`src/rtl/udp_tx_arbiter.sv`:
```
// udp_tx_arbiter: frame-granular round-robin arbiter feeding the udp_tx_full
// byte interface. Enforces an inter-frame gap after every forwarded last byte.
// Optional stall timeout: define UDP_ARB_TIMEOUT_EN.
//
//   state  | meaning
//   IDLE   | no owner, searching for a first byte from the pointer onwards
//   PASS   | owner granted, bytes forwarded one per accept
//   GAP    | inter-frame gap countdown, nothing accepted
module udp_tx_arbiter #(
    parameter int NUM_REQ = 4,
    parameter int IFG     = 16,
    parameter int TIMEOUT = 64
) (
    input  logic                 wr_clk_i,
    input  logic                 rst_n_i,
    input  logic [8*NUM_REQ-1:0] req_data_i,
    input  logic [NUM_REQ-1:0]   req_valid_i,
    input  logic [NUM_REQ-1:0]   req_first_i,
    input  logic [NUM_REQ-1:0]   req_last_i,
    output logic [NUM_REQ-1:0]   req_ready_o,
    output logic [7:0]           tx_in_o,
    output logic                 tx_in_valid_o,
    output logic                 tx_in_first_o,
    output logic                 tx_in_last_o,
    output logic [NUM_REQ-1:0]   grant_o,
    output logic                 busy_o,
    output logic [15:0]          frame_cnt_o,
    output logic                 err_timeout_o
);

    localparam int PW = $clog2(NUM_REQ);

    if (NUM_REQ < 2 || NUM_REQ > 8 || IFG < 1 || IFG > 255 ||
        TIMEOUT < 1 || TIMEOUT > 255) begin : g_param_err
        $error("udp_tx_arbiter: parameter out of range");
    end

    typedef enum logic [1:0] {S_IDLE, S_PASS, S_GAP} state_t;

    state_t              state_q, state_d;
    logic [PW-1:0]       ptr_q, ptr_d;
    logic [PW-1:0]       owner_q, owner_d;
    logic [NUM_REQ-1:0]  grant_q, grant_d;
    logic [7:0]          tx_data_q, tx_data_d;
    logic                tx_valid_q, tx_valid_d;
    logic                tx_first_q, tx_first_d;
    logic                tx_last_q, tx_last_d;
    logic                first_pend_q, first_pend_d;
    logic                busy_q, busy_d;
    logic [15:0]         frame_cnt_q, frame_cnt_d;
    logic [7:0]          gap_q, gap_d;
`ifdef UDP_ARB_TIMEOUT_EN
    logic [7:0]          stall_q, stall_d;
    logic                err_q, err_d;
`endif

    logic [2*NUM_REQ-1:0] elig2;
    logic                 found;
    logic [PW-1:0]        win;
    logic                 accept;
    logic [7:0]           sel_data;
    logic                 sel_last;

    // eligibility vector doubled so the pointer-relative search needs no wrap logic
    assign elig2    = {req_valid_i & req_first_i, req_valid_i & req_first_i};
    assign accept   = (state_q == S_PASS) && req_valid_i[owner_q];
    assign sel_data = req_data_i[{owner_q, 3'b000} +: 8];
    assign sel_last = req_last_i[owner_q];

    // only the owner sees ready, and only while passing
    always_comb begin
        req_ready_o = (state_q == S_PASS) ? grant_q : '0;
    end

    // next-state and registered-output logic
    always_comb begin
        state_d      = state_q;
        ptr_d        = ptr_q;
        owner_d      = owner_q;
        grant_d      = grant_q;
        tx_data_d    = tx_data_q;
        tx_valid_d   = 1'b0;
        tx_first_d   = 1'b0;
        tx_last_d    = 1'b0;
        first_pend_d = first_pend_q;
        frame_cnt_d  = frame_cnt_q;
        gap_d        = gap_q;
        found        = 1'b0;
        win          = '0;
`ifdef UDP_ARB_TIMEOUT_EN
        stall_d      = stall_q;
        err_d        = 1'b0;
`endif
        unique case (state_q)
            S_IDLE: begin
                for (int k = 0; k < NUM_REQ; k++) begin
                    if (!found && elig2[int'(ptr_q) + k]) begin
                        found = 1'b1;
                        win   = PW'((int'(ptr_q) + k) % NUM_REQ);
                    end
                end
                if (found) begin
                    grant_d      = '0;
                    grant_d[win] = 1'b1;
                    owner_d      = win;
                    ptr_d        = (int'(win) == NUM_REQ - 1) ? '0 : win + PW'(1);
                    first_pend_d = 1'b1;
                    state_d      = S_PASS;
`ifdef UDP_ARB_TIMEOUT_EN
                    stall_d      = '0;
`endif
                end
            end
            S_PASS: begin
                if (accept) begin
                    tx_data_d    = sel_data;
                    tx_valid_d   = 1'b1;
                    tx_first_d   = first_pend_q;
                    tx_last_d    = sel_last;
                    first_pend_d = 1'b0;
`ifdef UDP_ARB_TIMEOUT_EN
                    stall_d      = '0;
`endif
                    if (sel_last) begin
                        grant_d     = '0;
                        frame_cnt_d = frame_cnt_q + 16'd1;
                        gap_d       = 8'(IFG);
                        state_d     = S_GAP;
                    end
                end
`ifdef UDP_ARB_TIMEOUT_EN
                else if (stall_q == 8'(TIMEOUT - 1)) begin
                    // abandon the frame: close it downstream with a dummy last byte
                    tx_data_d   = 8'h00;
                    tx_valid_d  = 1'b1;
                    tx_last_d   = 1'b1;
                    err_d       = 1'b1;
                    grant_d     = '0;
                    frame_cnt_d = frame_cnt_q + 16'd1;
                    gap_d       = 8'(IFG);
                    state_d     = S_GAP;
                end else begin
                    stall_d = stall_q + 8'd1;
                end
`endif
            end
            S_GAP: begin
                gap_d = gap_q - 8'd1;
                if (gap_q <= 8'd1) begin
                    state_d = S_IDLE;
                end
            end
            default: state_d = S_IDLE;
        endcase
        busy_d = (state_d != S_IDLE);
    end

    // state and output registers, synchronous active-low reset
    always_ff @(posedge wr_clk_i) begin
        if (!rst_n_i) begin
            state_q      <= S_IDLE;
            ptr_q        <= '0;
            owner_q      <= '0;
            grant_q      <= '0;
            tx_data_q    <= 8'h00;
            tx_valid_q   <= 1'b0;
            tx_first_q   <= 1'b0;
            tx_last_q    <= 1'b0;
            first_pend_q <= 1'b0;
            busy_q       <= 1'b0;
            frame_cnt_q  <= 16'd0;
            gap_q        <= 8'd0;
`ifdef UDP_ARB_TIMEOUT_EN
            stall_q      <= 8'd0;
            err_q        <= 1'b0;
`endif
        end else begin
            state_q      <= state_d;
            ptr_q        <= ptr_d;
            owner_q      <= owner_d;
            grant_q      <= grant_d;
            tx_data_q    <= tx_data_d;
            tx_valid_q   <= tx_valid_d;
            tx_first_q   <= tx_first_d;
            tx_last_q    <= tx_last_d;
            first_pend_q <= first_pend_d;
            busy_q       <= busy_d;
            frame_cnt_q  <= frame_cnt_d;
            gap_q        <= gap_d;
`ifdef UDP_ARB_TIMEOUT_EN
            stall_q      <= stall_d;
            err_q        <= err_d;
`endif
        end
    end

    assign tx_in_o       = tx_data_q;
    assign tx_in_valid_o = tx_valid_q;
    assign tx_in_first_o = tx_first_q;
    assign tx_in_last_o  = tx_last_q;
    assign grant_o       = grant_q;
    assign busy_o        = busy_q;
    assign frame_cnt_o   = frame_cnt_q;
`ifdef UDP_ARB_TIMEOUT_EN
    assign err_timeout_o = err_q;
`else
    assign err_timeout_o = 1'b0;
`endif

endmodule
```
`config.mk`:
```
export PLATFORM = sky130hd
export DESIGN_NAME = udp_tx_arbiter
export DESIGN_NICKNAME = d
export VERILOG_FILES = /design/src/rtl/udp_tx_arbiter.sv
export SDC_FILE = /design/constraint.sdc
export NUM_CORES = 1
export LEC_CHECK = 0
export ABC_CLOCK_PERIOD_IN_PS = 2900
export BUFFER_PORTS_ARGS = -buffer_cell sky130_fd_sc_hd__buf_4
export CAP_MARGIN = 20
export CORE_AREA = 3 3 96 61
export DETAILED_ROUTE_END_ITERATION = 12
export DIE_AREA = 0 0 99 64
export MAX_ROUTING_LAYER = met4
export PLACE_DENSITY = 0.78
export SLEW_MARGIN = 10
export SYNTH_ARGS = -nofsm -noshare
export SYNTH_HDL_FRONTEND = slang
export SYNTH_SLANG_ARGS = --single-unit
```
`constraint.sdc`:
```
create_clock -name wr_clk_i -period 2.9 [get_ports wr_clk_i]
set_input_delay 0.87 -clock wr_clk_i [delete_from_list [all_inputs] [get_ports wr_clk_i]]
set_output_delay 0.87 -clock wr_clk_i [all_outputs]
set_load 0.05 [all_outputs]
```
# Word-level counts from Yosys, hierarchy flattened
# Cells that the tools add are included.
[word_totals]
reg_bits = 47
output_inout_bits = 37
elab_cells = 102
[classes]
add_sub_neg = 6
magnitude_cmp = 8
n_eq_ne = 6
shifts = 1
mux = 48
n_bitwise = 1
reduce_logical = 20
[op_table]
columns = ["cell", "n"]
rows = [
  ["32-bit by 5-bit less-than comparator with 1-bit output (second input constant)", 3],
  ["32-bit by 6-bit variable part select with 8-bit output", 1],
  ["1-bit 2-to-1 mux", 21],
  ["2-bit 2-to-1 mux", 10],
  ["16-bit by 1-bit adder with 16-bit output (second input constant)", 1],
  ["4-bit 2-to-1 mux", 4],
  ["8-bit 2-to-1 mux", 2],
  ["8-bit one-hot mux with 2 select lines", 1],
  ["3-bit AND reduction", 4],
  ["1-bit binary-select mux with 3-bit select", 3],
  ["8-bit by 1-bit less-or-equal comparator with 1-bit output (second input constant)", 1],
  ["4-bit one-hot mux with 2 select lines", 1],
  ["8-bit by 1-bit subtractor with 8-bit output (second input constant)", 1],
  ["2-bit by 2-bit adder with 3-bit output (second input constant)", 2],
  ["1-bit binary-select mux with 2-bit select", 3],
  ["2-bit by 3-bit less-than comparator with 1-bit output (second input constant)", 2],
  ["2-bit != test (second input constant)", 3],
  ["2-bit one-hot mux with 3 select lines", 1],
  ["2-bit AND reduction", 3],
  ["2-bit nonzero test", 3],
  ["1-bit logical AND", 5],
  ["4-bit bitwise AND", 1],
  ["2-bit by 1-bit == test with 1-bit output (second input constant)", 2],
  ["2-bit by 4-bit less-than comparator with 1-bit output (second input constant)", 1],
  ["other kinds (9)", 11],
]

# Depth between registers and ports, before layout
# Gate-level depths: netlist (run 1).
[logic_depth]
word_depth = 23
mapped_depth = 8

# Least setup slack after synthesis (run 1)
# Ideal clock, no wire load.
[synth_timing]
path_kind = "input to register"
startpoint = "in req_valid_i[3]"
endpoint = "reg ptr_q[1]"
setup_time_ps = 128
arrival_time_ps = 2216
required_time_ps = 2772
path_slack_ps = 556
cell_stages = 8
cell_sequence = "and2_1 o221a_2 o21ai_0 inv_1 ha_1 inv_1 mux2i_1 nor2_1"
[synth_between]
elab_chain_cells = 19
word_cells_on_any_way = 35
[synth_lines]
columns = ["element", "line_no", "rtl"]
rows = [
  ["start, declared", "17", "input logic [NUM_REQ-1:0] req_valid_i,"],
  ["4-bit bitwise AND (*)", "65", "assign elig2 = {req_valid_i & req_first_i, req_valid_i & req_first_i};"],
  ["1-bit binary-select mux with 2-bit select", "97", "if (!found && elig2[int'(ptr_q) + k]) begin"],
  ["1-bit 2-to-1 mux (not written as such)", "97", ""],
  ["1-bit 2-to-1 mux", "97", ""],
  ["1-bit 2-to-1 mux", "94", "unique case (state_q)"],
  ["1-bit logical NOT", "97", ""],
  ["1-bit logical AND", "97", ""],
  ["1-bit 2-to-1 mux", "97", ""],
  ["[... 3 more ...]", "n/a", ""],
  ["1-bit 2-to-1 mux", "97", ""],
  ["1-bit 2-to-1 mux", "94", ""],
  ["1-bit logical NOT", "97", ""],
  ["1-bit logical AND", "97", ""],
  ["2-bit 2-to-1 mux", "97", ""],
  ["2-bit 2-to-1 mux", "94", ""],
  ["2-bit by 1-bit adder with 2-bit output / 2-bit by 1-bit == test with 1-bit output (equally long branches)", "106", "ptr_d = (int'(win) == NUM_REQ - 1) ? '0 : win + PW'(1);"],
  ["2-bit 2-to-1 mux", "106", ""],
  ["end signal, assigned", "179", "ptr_q <= ptr_d;"],
  ["end, declared", "41", "logic [PW-1:0] ptr_q, ptr_d;"],
]
# Mark *: on every way between the ends. The rest lies on a longest branch, timed or not. The select of a mux whose other input is x is not followed.
# A chain may end at the register's enable or synchronous reset.

# Worst setup path in the final report (run 1)
[layout_timing]
startpoint = "reg state_q[0]"
endpoint = "out req_ready_o[2]"
[layout_between]
elab_chain_cells = 2
[layout_lines]
columns = ["element", "line_no", "rtl"]
rows = [
  ["start, declared", "40", "state_t state_q, state_d;"],
  ["start signal, assigned", "178", "state_q <= state_d;"],
  ["2-bit by 1-bit == test with 1-bit output", "72", "req_ready_o = (state_q == S_PASS) ? grant_q : '0;"],
  ["4-bit 2-to-1 mux", "72", ""],
  ["end, declared", "20", "output logic [NUM_REQ-1:0] req_ready_o,"],
]
# Every way passes these cells.

==> results of run 1 <==
per-stage QoR:
| stage | area (sq um) | power (mW) | setup slack [ps] | instances |
|---|---|---|---|---|
| floorplan | 2490 | 0.985 | 556 | 276 |
| global placement | 3170 | 1.11 | 321 | 415 |
| detailed placement | 3170 | 1.12 | 242 | 415 |
| CTS | 3260 | 1.53 | 436 | 423 |
| global route | 3260 | 1.60 | 281 | 423 |
| finish | 3260 | 1.53 | 430 | 423 |
layout make-up:
| cell class | instances | area [sq um] |
|---|---|---|
| Multi-Input combinational cell | 204 | 1450 |
| Sequential cell | 47 | 941 |
| Clock buffer | 5 | 68.8 |
| Fill cell | 403 | 1770 |
| Clock inverter | 3 | 23.8 |
| Timing Repair Buffer | 89 | 668 |
| Tap cell | 66 | 82.6 |
| Inverter | 9 | 33.8 |
metal layers:
| metal | global-route usage | wire length [um] | up-vias |
|---|---|---|---|
| li1 | - | - | 1181 |
| met4 | 0.0460 | 57 | 0 |
| met2 | 0.336 | 3090 | 80 |
| met5 | - | 0 | - |
| met1 | 0.304 | 3120 | 1141 |
| met3 | 0.0393 | 405 | 7 |
logic make-up (layout without fill, tap and decap cells):
family          Yosys count  after routing  synth area share
simple gates            111            111             0.229
compound gates           58             58             0.152
flops                    47             47             0.377
buf+inv                  25            106            0.0431
mux                      23             23             0.148
fa+ha+maj                 7              7            0.0351
xor+xnor                  4              4            0.0141
other cells               1              1           0.00150
registers in the layout (all words and copies together) (netlist names), 2 cells and up:
signal and count:
ptr_q 2, owner_q 2, gap_q 8, frame_cnt_o 16, tx_in_o 8, state_q 2, grant_o 4
report_power, final:
part | internal, mW | leakage [nW] | switching, mW | total, mW
Clock | 0.173 | 0.0408 | 0.246 | 0.419
Combinational | 0.168 | 0.958 | 0.232 | 0.400
Sequential | 0.680 | 0.382 | 0.0328 | 0.713
how the worst max path moves through the flow:
stage / slack (ps) / cells after the start / to
2_1_floorplan: 560 / 8 / ptr_q[1]$_SDFFE_PN0P_
3_3_place_gp: 320 / 5 / grant_o[2]$_SDFFE_PN0P_
3_5_place_dp: 240 / 5 / grant_o[0]$_SDFFE_PN0P_
4_1_cts: 440 / 3 / req_ready_o[1]
5_1_grt: 280 / 3 / req_ready_o[2]
6_report: 430 / 3 / req_ready_o[2]
cell usage in the layout, fill, tap and decap left out, types with 2 or more instances in the layout:
master / count
sky130_fd_sc_hd__and2_1: 10
sky130_fd_sc_hd__nor2_1: 18
sky130_fd_sc_hd__o21ai_0: 8
sky130_fd_sc_hd__or3_1: 3
sky130_fd_sc_hd__mux2i_1: 12
sky130_fd_sc_hd__o41ai_1: 2
sky130_fd_sc_hd__or4_1: 10
sky130_fd_sc_hd__clkinvlp_4: 2
sky130_fd_sc_hd__clkbuf_8: 5
sky130_fd_sc_hd__nand3_1: 11
sky130_fd_sc_hd__and3_1: 3
sky130_fd_sc_hd__nor2b_1: 3
sky130_fd_sc_hd__nor4_1: 4
sky130_fd_sc_hd__mux4_2: 11
sky130_fd_sc_hd__nand4_1: 2
sky130_fd_sc_hd__a21oi_1: 19
sky130_fd_sc_hd__nand2b_1: 6
sky130_fd_sc_hd__buf_4: 89
sky130_fd_sc_hd__o22ai_1: 4
sky130_fd_sc_hd__o31a_1: 2
sky130_fd_sc_hd__xnor2_1: 3
sky130_fd_sc_hd__nor3_1: 4
sky130_fd_sc_hd__ha_1: 7
sky130_fd_sc_hd__o211ai_1: 2
sky130_fd_sc_hd__dfxtp_1: 47
sky130_fd_sc_hd__a22o_1: 3
sky130_fd_sc_hd__and4_1: 2
sky130_fd_sc_hd__nand2_1: 33
sky130_fd_sc_hd__o31ai_1: 10
sky130_fd_sc_hd__inv_1: 9
worst min-delay path, cell delays in order (launching register included):
cell and delay [ps]:
sky130_fd_sc_hd__dfxtp_1 320, sky130_fd_sc_hd__nand2_1 50, sky130_fd_sc_hd__a21oi_1 50
==> flow_summary.yaml, run 1 <==
placed_design:
  hpwlAfterDp_um: 5030
  gp_routability_congestion: 0.805
  buffer_ports.inserted: 81
synth:
  synthTopCellsByCount: "47 x sky130_fd_sc_hd__dfxtp_1, 33 x sky130_fd_sc_hd__nand2_1, 19 x sky130_fd_sc_hd__a21oi_1"
  yosys.area.top_type: "sky130_fd_sc_hd__dfxtp_1"
  postSynthCellCount: 276
  seq_area_frac_synth: 0.377
  synth_top_area_share: 0.377
  asr_flop_ratio_synth: 0
  mappedNetlistNets: 329
  ys.flop_type: "sky130_fd_sc_hd__dfxtp_1"
  netlist_top_cells_area: "sky130_fd_sc_hd__dfxtp_1 38%, sky130_fd_sc_hd__mux4_2 9.9%, sky130_fd_sc_hd__nand2_1 5.0%"
  synth_most_common_cell: "sky130_fd_sc_hd__dfxtp_1"
  syn_area_sq_mm: 0.00249
  synth-edff-count: 0
  ys_ff_latch: 47
  yosys.cell_types.count: 43
  synth.yosys.warnings: 0
  syn_avg_cell_area_sq_um: 9.03
cts:
  clkLatencyLatePin_ps: 310
  post_cts_repair_setup_buffers: 0
  max-clock-path-buffers: 2
  path_clk_slew_ps: 100
  cts_hold_repair_buffers: 0
  post_cts_resize_count: 0
  clock-root-buffer: "sky130_fd_sc_hd__clkbuf_8"
  clock-sinks: 47
  deepest_level_of_the_cts_h_tree: 2
  cts-buffers-inserted: 5
  cts_tree: "built"
floorplan:
  pin_count: 83
  chipWidth_um: 99
  initial_core_util: 0.496
  num_rows: 20
  core_area_sq_mm: 0.00503
  total_die_area_sq_mm: 0.00634
  die_h_um: 64
setup_path:
  setup.worst_path.start_class: "flip-flop"
  worstRegToRegCells: 3
  critPathTopFamily: "simple AND/OR/NAND/NOR gates"
  worst_ep_arrival_time_ps: 1600
  ff2ff_setup_slack_ps: 830
  cp_cell_sequence: "nor2b_1 -> and2_1 -> buf_4"
  critical_path_peak_fanout: 11
  rr_startpoint: "owner_q[0]$_SDFFE_PN0P_"
  path_class: "flip-flop to primary output"
  worstSetupEndpointType: "primary output"
  crit_path_start: "state_q[0]$_SDFF_PN0_"
  cp_max_stage_cell: "sky130_fd_sc_hd__dfxtp_1"
  critical_path_required_ps: 2030
  cp_slowest_stage_delay_ps: 540
  reg2reg_to: "grant_o[2]$_SDFFE_PN0P_"
  worst-path-buf-inv: 1
detailed_routing:
  drt_iter0_drc: 163
  routed-via-count: 2409
  routed_wl_um: 6670
  dr.pass1.iters: 4
  routed_wire_length_per_instance_um: 15.8
  final_antenna_net_count: 0
  route.detailed.vias_per_inst: 5.70
  remaining_drc_errors: 0
finish:
  area_overhead_vs_synth_pct: 30.9
  antennaDiodeCount: 0
  final_core_utilization: 0.649
  fin_nets: 409
  fraction_of_layout_instances_using_a_drive_strength_above_1: 0.308
global_route:
  overflow: 0
  global_route.usage.total: 0.219
  grt_antenna_before_repair: 0
  via_count_of_the_first_global_routing_pass: 2310
  first_pass_grt_wire_length_um: 11000
  maximum_number_of_pins_on_one_net_before_global_route_repair: 35
timing:
  period_share: 0.852
  grt_setup_unrepaired: "false"
  setup-tns-final_ps: 0
  tightest_slew_ps: 631
  finalSetupViolCount: 0
  fmax_mhz: 405
  fin_worst_hold_slack_ps: 456
  max-slew-margin-rel: 0.579
  drv_slew: 0
  skew_ps: 10.1
  layout_min_cycle_time_ps: 2470
  hold_viol: 0
power_and_ir_drop:
  max_ir_drop_vdd_mv: 0.237
  leakage_nw: 1.38
  pwr_density_mw_per_mm2: 469
flow_run:
  cap_viol_max_count: 0
hold_path:
  whs_path_depth: 2
  hold-path-endpoint: "first_pend_q$_SDFFE_PN0P_"
  worst_hold_startpoint: "first_pend_q$_SDFFE_PN0P_"
  hp-class: "flip-flop to flip-flop"
status:
  outcome: "completed"
Note: power is estimated with default switching activity, not from simulation.
==> run 2, diff against run 1 <==
--- a/config.mk
+++ b/config.mk
@@ -12,7 +12,7 @@
 export DETAILED_ROUTE_END_ITERATION = 12
 export DIE_AREA = 0 0 99 64
 export MAX_ROUTING_LAYER = met4
-export PLACE_DENSITY = 0.78
+export PLACE_DENSITY = 0.88
 export SLEW_MARGIN = 10
 export SYNTH_ARGS = -nofsm -noshare
 export SYNTH_HDL_FRONTEND = slang
==> flow_summary.yaml, run 2 (synthesized netlist as in run 1, its figures left out) <==
setup_path:
  setup.worst_path.start_class: "flip-flop"
  rr_startpoint: "owner_q[0]$_SDFFE_PN0P_"
  path_common_cell: "sky130_fd_sc_hd__buf_4"
  path_class: "flip-flop to primary output"
  worstSetupEndpointType: "primary output"
  critical_path_required_ps: 2030
  ff2ff_setup_slack_ps: 750
  worst_ep_arrival_time_ps: 1770
  cp_cell_sequence: "nor2b_1 -> buf_4 -> and2_1 -> buf_4"
  worstRegToRegCells: 3
  reg2reg_to: "grant_o[3]$_SDFFE_PN0P_"
  critical_path_peak_fanout: 11
  cp_max_stage_cell: "sky130_fd_sc_hd__dfxtp_1"
  cp_slowest_stage_delay_ps: 550
floorplan:
  core_area_sq_mm: 0.00503
  initial_core_util: 0.496
  num_rows: 20
  chipWidth_um: 99
  pin_count: 83
  total_die_area_sq_mm: 0.00634
  die_h_um: 64
finish:
  final_common_cell: "sky130_fd_sc_hd__buf_4"
  largest_reg_flops: 16
  layout.area.seq_sq_um: 941
  n_fill_cell: 415
  fin_area_sq_mm: 0.00330
  mostFrequentLayoutCells: "89 x sky130_fd_sc_hd__buf_4, 47 x sky130_fd_sc_hd__dfxtp_1, 33 x sky130_fd_sc_hd__nand2_1, 19 x sky130_fd_sc_hd__a21oi_1, 18 x sky130_fd_sc_hd__nor2_1"
  fin_cells: 423
  area_overhead_vs_synth_pct: 32.5
  fin_nets: 409
  multi_input_area_sq_mm: 0.00145
  final_core_utilization: 0.657
  antennaDiodeCount: 0
  fraction_of_layout_instances_using_a_drive_strength_above_1: 0.305
placed_design:
  buffer_ports.inserted: 81
  dpl_cell_area_sq_mm: 0.00317
  gp_routability_congestion: 0.943
  hpwlAfterDp_um: 4880
  dp_slack_ps: 233
  dpl.cell_count: 415
timing:
  period_share: 0.911
  fin_worst_hold_slack_ps: 460
  tightest_slew_ps: 723
  grt_setup_unrepaired: "false"
  skew_ps: 15.6
  fmax_mhz: 378
  max-slew-margin-rel: 0.518
  hold_viol: 0
  layout_min_cycle_time_ps: 2640
  drv_slew: 0
  finalSetupViolCount: 0
  setup-tns-final_ps: 0
  final_worst_path_setup_slack_ps: 258
cts:
  path_clk_slew_ps: 80
  post_cts_resize_count: 0
  deepest_level_of_the_cts_h_tree: 2
  cts-buffers-inserted: 5
  cts_tree: "built"
  post_cts_repair_setup_buffers: 0
  clkLatencyLatePin_ps: 310
  clock-root-buffer: "sky130_fd_sc_hd__clkbuf_8"
  cts_hold_repair_buffers: 0
  max-clock-path-buffers: 2
  clock-sinks: 47
detailed_routing:
  remaining_drc_errors: 0
  routed_wire_length_per_instance_um: 15.6
  routed_wl_um: 6600
  dr.pass1.iters: 4
  final_antenna_net_count: 0
  route.detailed.vias_per_inst: 5.68
  drt_iter0_drc: 117
  routed-via-count: 2402
flow_run:
  cap_viol_max_count: 0
global_route:
  first_pass_grt_wire_length_um: 10800
  grt_antenna_before_repair: 0
  overflow: 0
  maximum_number_of_pins_on_one_net_before_global_route_repair: 35
  global_route.usage.total: 0.218
  via_count_of_the_first_global_routing_pass: 2234
power_and_ir_drop:
  total_power_mw: 1.68
  leakage_nw: 1.40
  pwr_density_mw_per_mm2: 508
  max_ir_drop_vdd_mv: 0.304
hold_path:
  hold-path-endpoint: "first_pend_q$_SDFFE_PN0P_"
  whs_path_depth: 2
  hp-class: "flip-flop to flip-flop"
  worst_hold_startpoint: "first_pend_q$_SDFFE_PN0P_"
status:
  outcome: "completed"
-- run 2: worst max-delay path by stage --
stage | cells after the start | start | slack (ps) | to
finish | 4 | state_q[0]$_SDFF_PN0_ | 260 | req_ready_o[3]
global route | 4 | state_q[0]$_SDFF_PN0_ | 170 | req_ready_o[1]
CTS | 4 | state_q[0]$_SDFF_PN0_ | 290 | req_ready_o[3]
detailed placement | 5 | req_valid_i[2] | 230 | grant_o[3]$_SDFFE_PN0P_
global placement | 5 | req_valid_i[3] | 350 | grant_o[3]$_SDFFE_PN0P_
floorplan | 8 | req_valid_i[3] | 560 | ptr_q[1]$_SDFFE_PN0P_
-- run 2: layout make-up --
type,instances,share of cell area
Multi-Input combinational cell,204,0.438
Clock buffer,6,0.0220
Sequential cell,47,0.285
Timing Repair Buffer,89,0.202
Tap cell,66,0.0250
Inverter,9,0.0102
Clock inverter,2,0.0182
-- run 2: metal layers --
metal	routed length (um)	vias up	track usage
met5	0	-	-
met4	70	0	0.0698
met3	583	9	0.0502
met2	2990	104	0.333
met1	2950	1117	0.290
li1	-	1172	-
-- run 2: critical path, delay by kind of cell, from the launching register on --
kind	cells	cell delay (ps)
AND/OR/NAND/NOR	2	510
buffers and inverters	2	400
flip-flops	1	550
-- run 2: power breakdown --
part | leakage [nW] | total, mW | switching, mW | internal (mW)
Combinational | 0.958 | 0.396 | 0.228 | 0.167
Sequential | 0.382 | 0.713 | 0.0332 | 0.680
Clock | 0.0654 | 0.570 | 0.225 | 0.345
Total | 1.40 | 1.68 | 0.487 | 1.19
==> run 3, diff against run 2 <==
--- a/config.mk
+++ b/config.mk
@@ -5,14 +5,17 @@
 export SDC_FILE = /design/constraint.sdc
 export NUM_CORES = 1
 export LEC_CHECK = 0
+export ABC_AREA = 1
 export ABC_CLOCK_PERIOD_IN_PS = 2900
 export BUFFER_PORTS_ARGS = -buffer_cell sky130_fd_sc_hd__buf_4
 export CAP_MARGIN = 20
-export CORE_AREA = 3 3 96 61
+export CORE_AREA = 3 3 101 64
+export CTS_BUF_LIST = sky130_fd_sc_hd__clkbuf_4 sky130_fd_sc_hd__clkbuf_8
+export CTS_CLUSTER_DIAMETER = 150
 export DETAILED_ROUTE_END_ITERATION = 12
-export DIE_AREA = 0 0 99 64
+export DIE_AREA = 0 0 104 67
 export MAX_ROUTING_LAYER = met4
-export PLACE_DENSITY = 0.88
+export PLACE_DENSITY = 0.86
 export SLEW_MARGIN = 10
 export SYNTH_ARGS = -nofsm -noshare
 export SYNTH_HDL_FRONTEND = slang
==> flow_summary.yaml, run 3 <==
synth:
  postSynthCellCount: 419
  synth.yosys.warnings: 0
  yosys.cell_types.count: 36
  ys_ff_latch: 47
  mappedNetlistNets: 472
  synth_most_common_cell: "sky130_fd_sc_hd__nand2_1"
  synth_top_area_share: 0.338
  synth-edff-count: 0
  yosys.area.top_type: "sky130_fd_sc_hd__dfxtp_1"
  netlist_top_cells_area: "sky130_fd_sc_hd__dfxtp_1 34%, sky130_fd_sc_hd__nand2_1 13%, sky130_fd_sc_hd__nor2_1 9.0%"
  seq_area_frac_synth: 0.338
  ys.flop_type: "sky130_fd_sc_hd__dfxtp_1"
  syn_area_sq_mm: 0.00278
  syn_avg_cell_area_sq_um: 6.64
  asr_flop_ratio_synth: 0
  synthTopCellsByCount: "94 x sky130_fd_sc_hd__nand2_1, 67 x sky130_fd_sc_hd__nor2_1, 47 x sky130_fd_sc_hd__dfxtp_1"
placed_design:
  dpl.cell_count: 568
  buffer_ports.inserted: 81
  gp_routability_congestion: 0.973
  hpwlAfterDp_um: 5290
setup_path:
  worstSetupEndpointType: "primary output"
  path_common_cell: "sky130_fd_sc_hd__inv_1"
  cp_max_stage_cell: "sky130_fd_sc_hd__dfxtp_1"
  critical_path_required_ps: 2030
  cp_cell_sequence: "inv_1 -> nor2_2 -> inv_1 -> nor2_1 -> buf_4"
  setup.worst_path.start_class: "flip-flop"
  path_class: "flip-flop to primary output"
  cp_slowest_stage_delay_ps: 380
  critical_path_peak_fanout: 8
  worst_ep_arrival_time_ps: 1500
global_route:
  maximum_number_of_pins_on_one_net_before_global_route_repair: 24
  first_pass_grt_wire_length_um: 11800
  global_route.usage.total: 0.211
  overflow: 0
  via_count_of_the_first_global_routing_pass: 2628
  grt_antenna_before_repair: 0
cts:
  cts-buffers-inserted: 5
  clock-root-buffer: "sky130_fd_sc_hd__clkbuf_8"
  path_clk_slew_ps: 80
  post_cts_resize_count: 0
  cts_hold_repair_buffers: 0
  clkLatencyLatePin_ps: 310
  max-clock-path-buffers: 2
  cts_tree: "built"
  clock-sinks: 47
  deepest_level_of_the_cts_h_tree: 2
  post_cts_repair_setup_buffers: 0
power_and_ir_drop:
  total_power_mw: 3.16
  pwr_density_mw_per_mm2: 899
  leakage_nw: 1.62
  max_ir_drop_vdd_mv: 0.450
floorplan:
  core_area_sq_mm: 0.00557
  pin_count: 83
  die_h_um: 67
  chipWidth_um: 104
  initial_core_util: 0.500
  total_die_area_sq_mm: 0.00697
  num_rows: 21
finish:
  final_common_cell: "sky130_fd_sc_hd__nand2_1"
  fin_nets: 548
  largest_reg_flops: 16
  fraction_of_layout_instances_using_a_drive_strength_above_1: 0.232
  fin_cells: 576
  mostFrequentLayoutCells: "94 x sky130_fd_sc_hd__nand2_1, 83 x sky130_fd_sc_hd__buf_4, 67 x sky130_fd_sc_hd__nor2_1, 47 x sky130_fd_sc_hd__dfxtp_1, 38 x sky130_fd_sc_hd__inv_1"
  antennaDiodeCount: 0
  area_overhead_vs_synth_pct: 26.2
flow_run:
  cap_viol_max_count: 0
detailed_routing:
  final_antenna_net_count: 0
  dr.pass1.iters: 4
  routed_wire_length_per_instance_um: 12.3
  routed-via-count: 2897
  drt_iter0_drc: 143
  route.detailed.vias_per_inst: 5.03
  remaining_drc_errors: 0
  routed_wl_um: 7080
hold_path:
  hp-class: "flip-flop to flip-flop"
timing:
  hold_viol: 0
  skew_ps: 12.1
  period_share: 0.817
  finalSetupViolCount: 0
  tightest_slew_ps: 552
  setup-tns-final_ps: 0
  max-slew-margin-rel: 0.632
  layout_min_cycle_time_ps: 2370
  fmax_mhz: 422
  drv_slew: 0
  grt_setup_unrepaired: "false"
status:
  outcome: "completed"
-- run 3: cell types whose count changed after synthesis, moves of 9 or more --
cell                      change
sky130_fd_sc_hd__o21ai_0     +25
sky130_fd_sc_hd__inv_1       +29
sky130_fd_sc_hd__and2_1      -10
sky130_fd_sc_hd__mux4_2      -11
sky130_fd_sc_hd__or4_1       -10
sky130_fd_sc_hd__nand2_1     +61
sky130_fd_sc_hd__mux2i_1     -12
sky130_fd_sc_hd__a21oi_1      +9
sky130_fd_sc_hd__nand3_1     +14
sky130_fd_sc_hd__o31ai_1     -10
sky130_fd_sc_hd__nor2_1      +49
-- run 3: final cells by class --
class,count,area [sq um]
tap,80,100
multi-input combinational,316,1590
timing repair buffer,83,623
inverter,42,160
clock buffer,7,90.1
fill,511,2060
sequential,47,941
clock inverter,1,8.76
-- run 3: final timing paths --
path                                     to  slack [ps]                      start  cells past startpoint
setup / recovery             req_ready_o[1]         530      state_q[0]$_SDFF_PN0_                      5
hold / removal    first_pend_q$_SDFFE_PN0P_         470  first_pend_q$_SDFFE_PN0P_                      2
setup reg to reg    grant_o[0]$_SDFFE_PN0P_         660      ptr_q[0]$_SDFFE_PN0P_                     14
hold reg to reg   first_pend_q$_SDFFE_PN0P_         470  first_pend_q$_SDFFE_PN0P_                      2
-- run 3: routing by layer --
metal / up-vias / GRT usage / wire length, um
met5: - / - / 0
met4: 0 / 0.0597 / 83
met3: 9 / 0.0397 / 377
met2: 79 / 0.355 / 3110
met1: 1304 / 0.263 / 3510
li1: 1505 / - / -
-- run 3: report_power, final --
group | leakage [nW] | total, mW | switching, mW | internal [mW]
sequential | 0.383 | 0.912 | 0.125 | 0.788
combinational | 1.18 | 1.81 | 1.23 | 0.585
clock | 0.0519 | 0.435 | 0.230 | 0.205
-- run 3: through the flow --
step | setup slack [ps] | hold slack [ps] | utilization | cell area [sq um]
2_1_floorplan | 651 | 441 | - | 2780
3_3_place_gp | 475 | 450 | 0.613 | 3410
3_5_place_dp | 378 | 459 | 0.613 | 3410
4_1_cts | 525 | 472 | 0.631 | 3510
5_1_grt | 426 | 496 | 0.631 | 3510
6_report | 530 | 465 | 0.631 | 3510
-- run 3: cell families (layout without fill, tap and decap cells) --
kind of cell    count (synthesis)  in the layout  share of synthesized area
compound gates                 76             76                      0.142
flops                          47             47                      0.338
buf+inv                        56            133                     0.0908
fa+ha+maj                       7              7                     0.0315
other cells                     1              1                    0.00135
simple gates                  222            222                      0.365
xor+xnor                       10             10                     0.0315
-- run 3: worst max-delay path: cells and delay by family, from the launching register on --
kind                   cells  cell delay, ps
buffers and inverters      3             470
flip-flops                 1             380
AND/OR/NAND/NOR            2             350
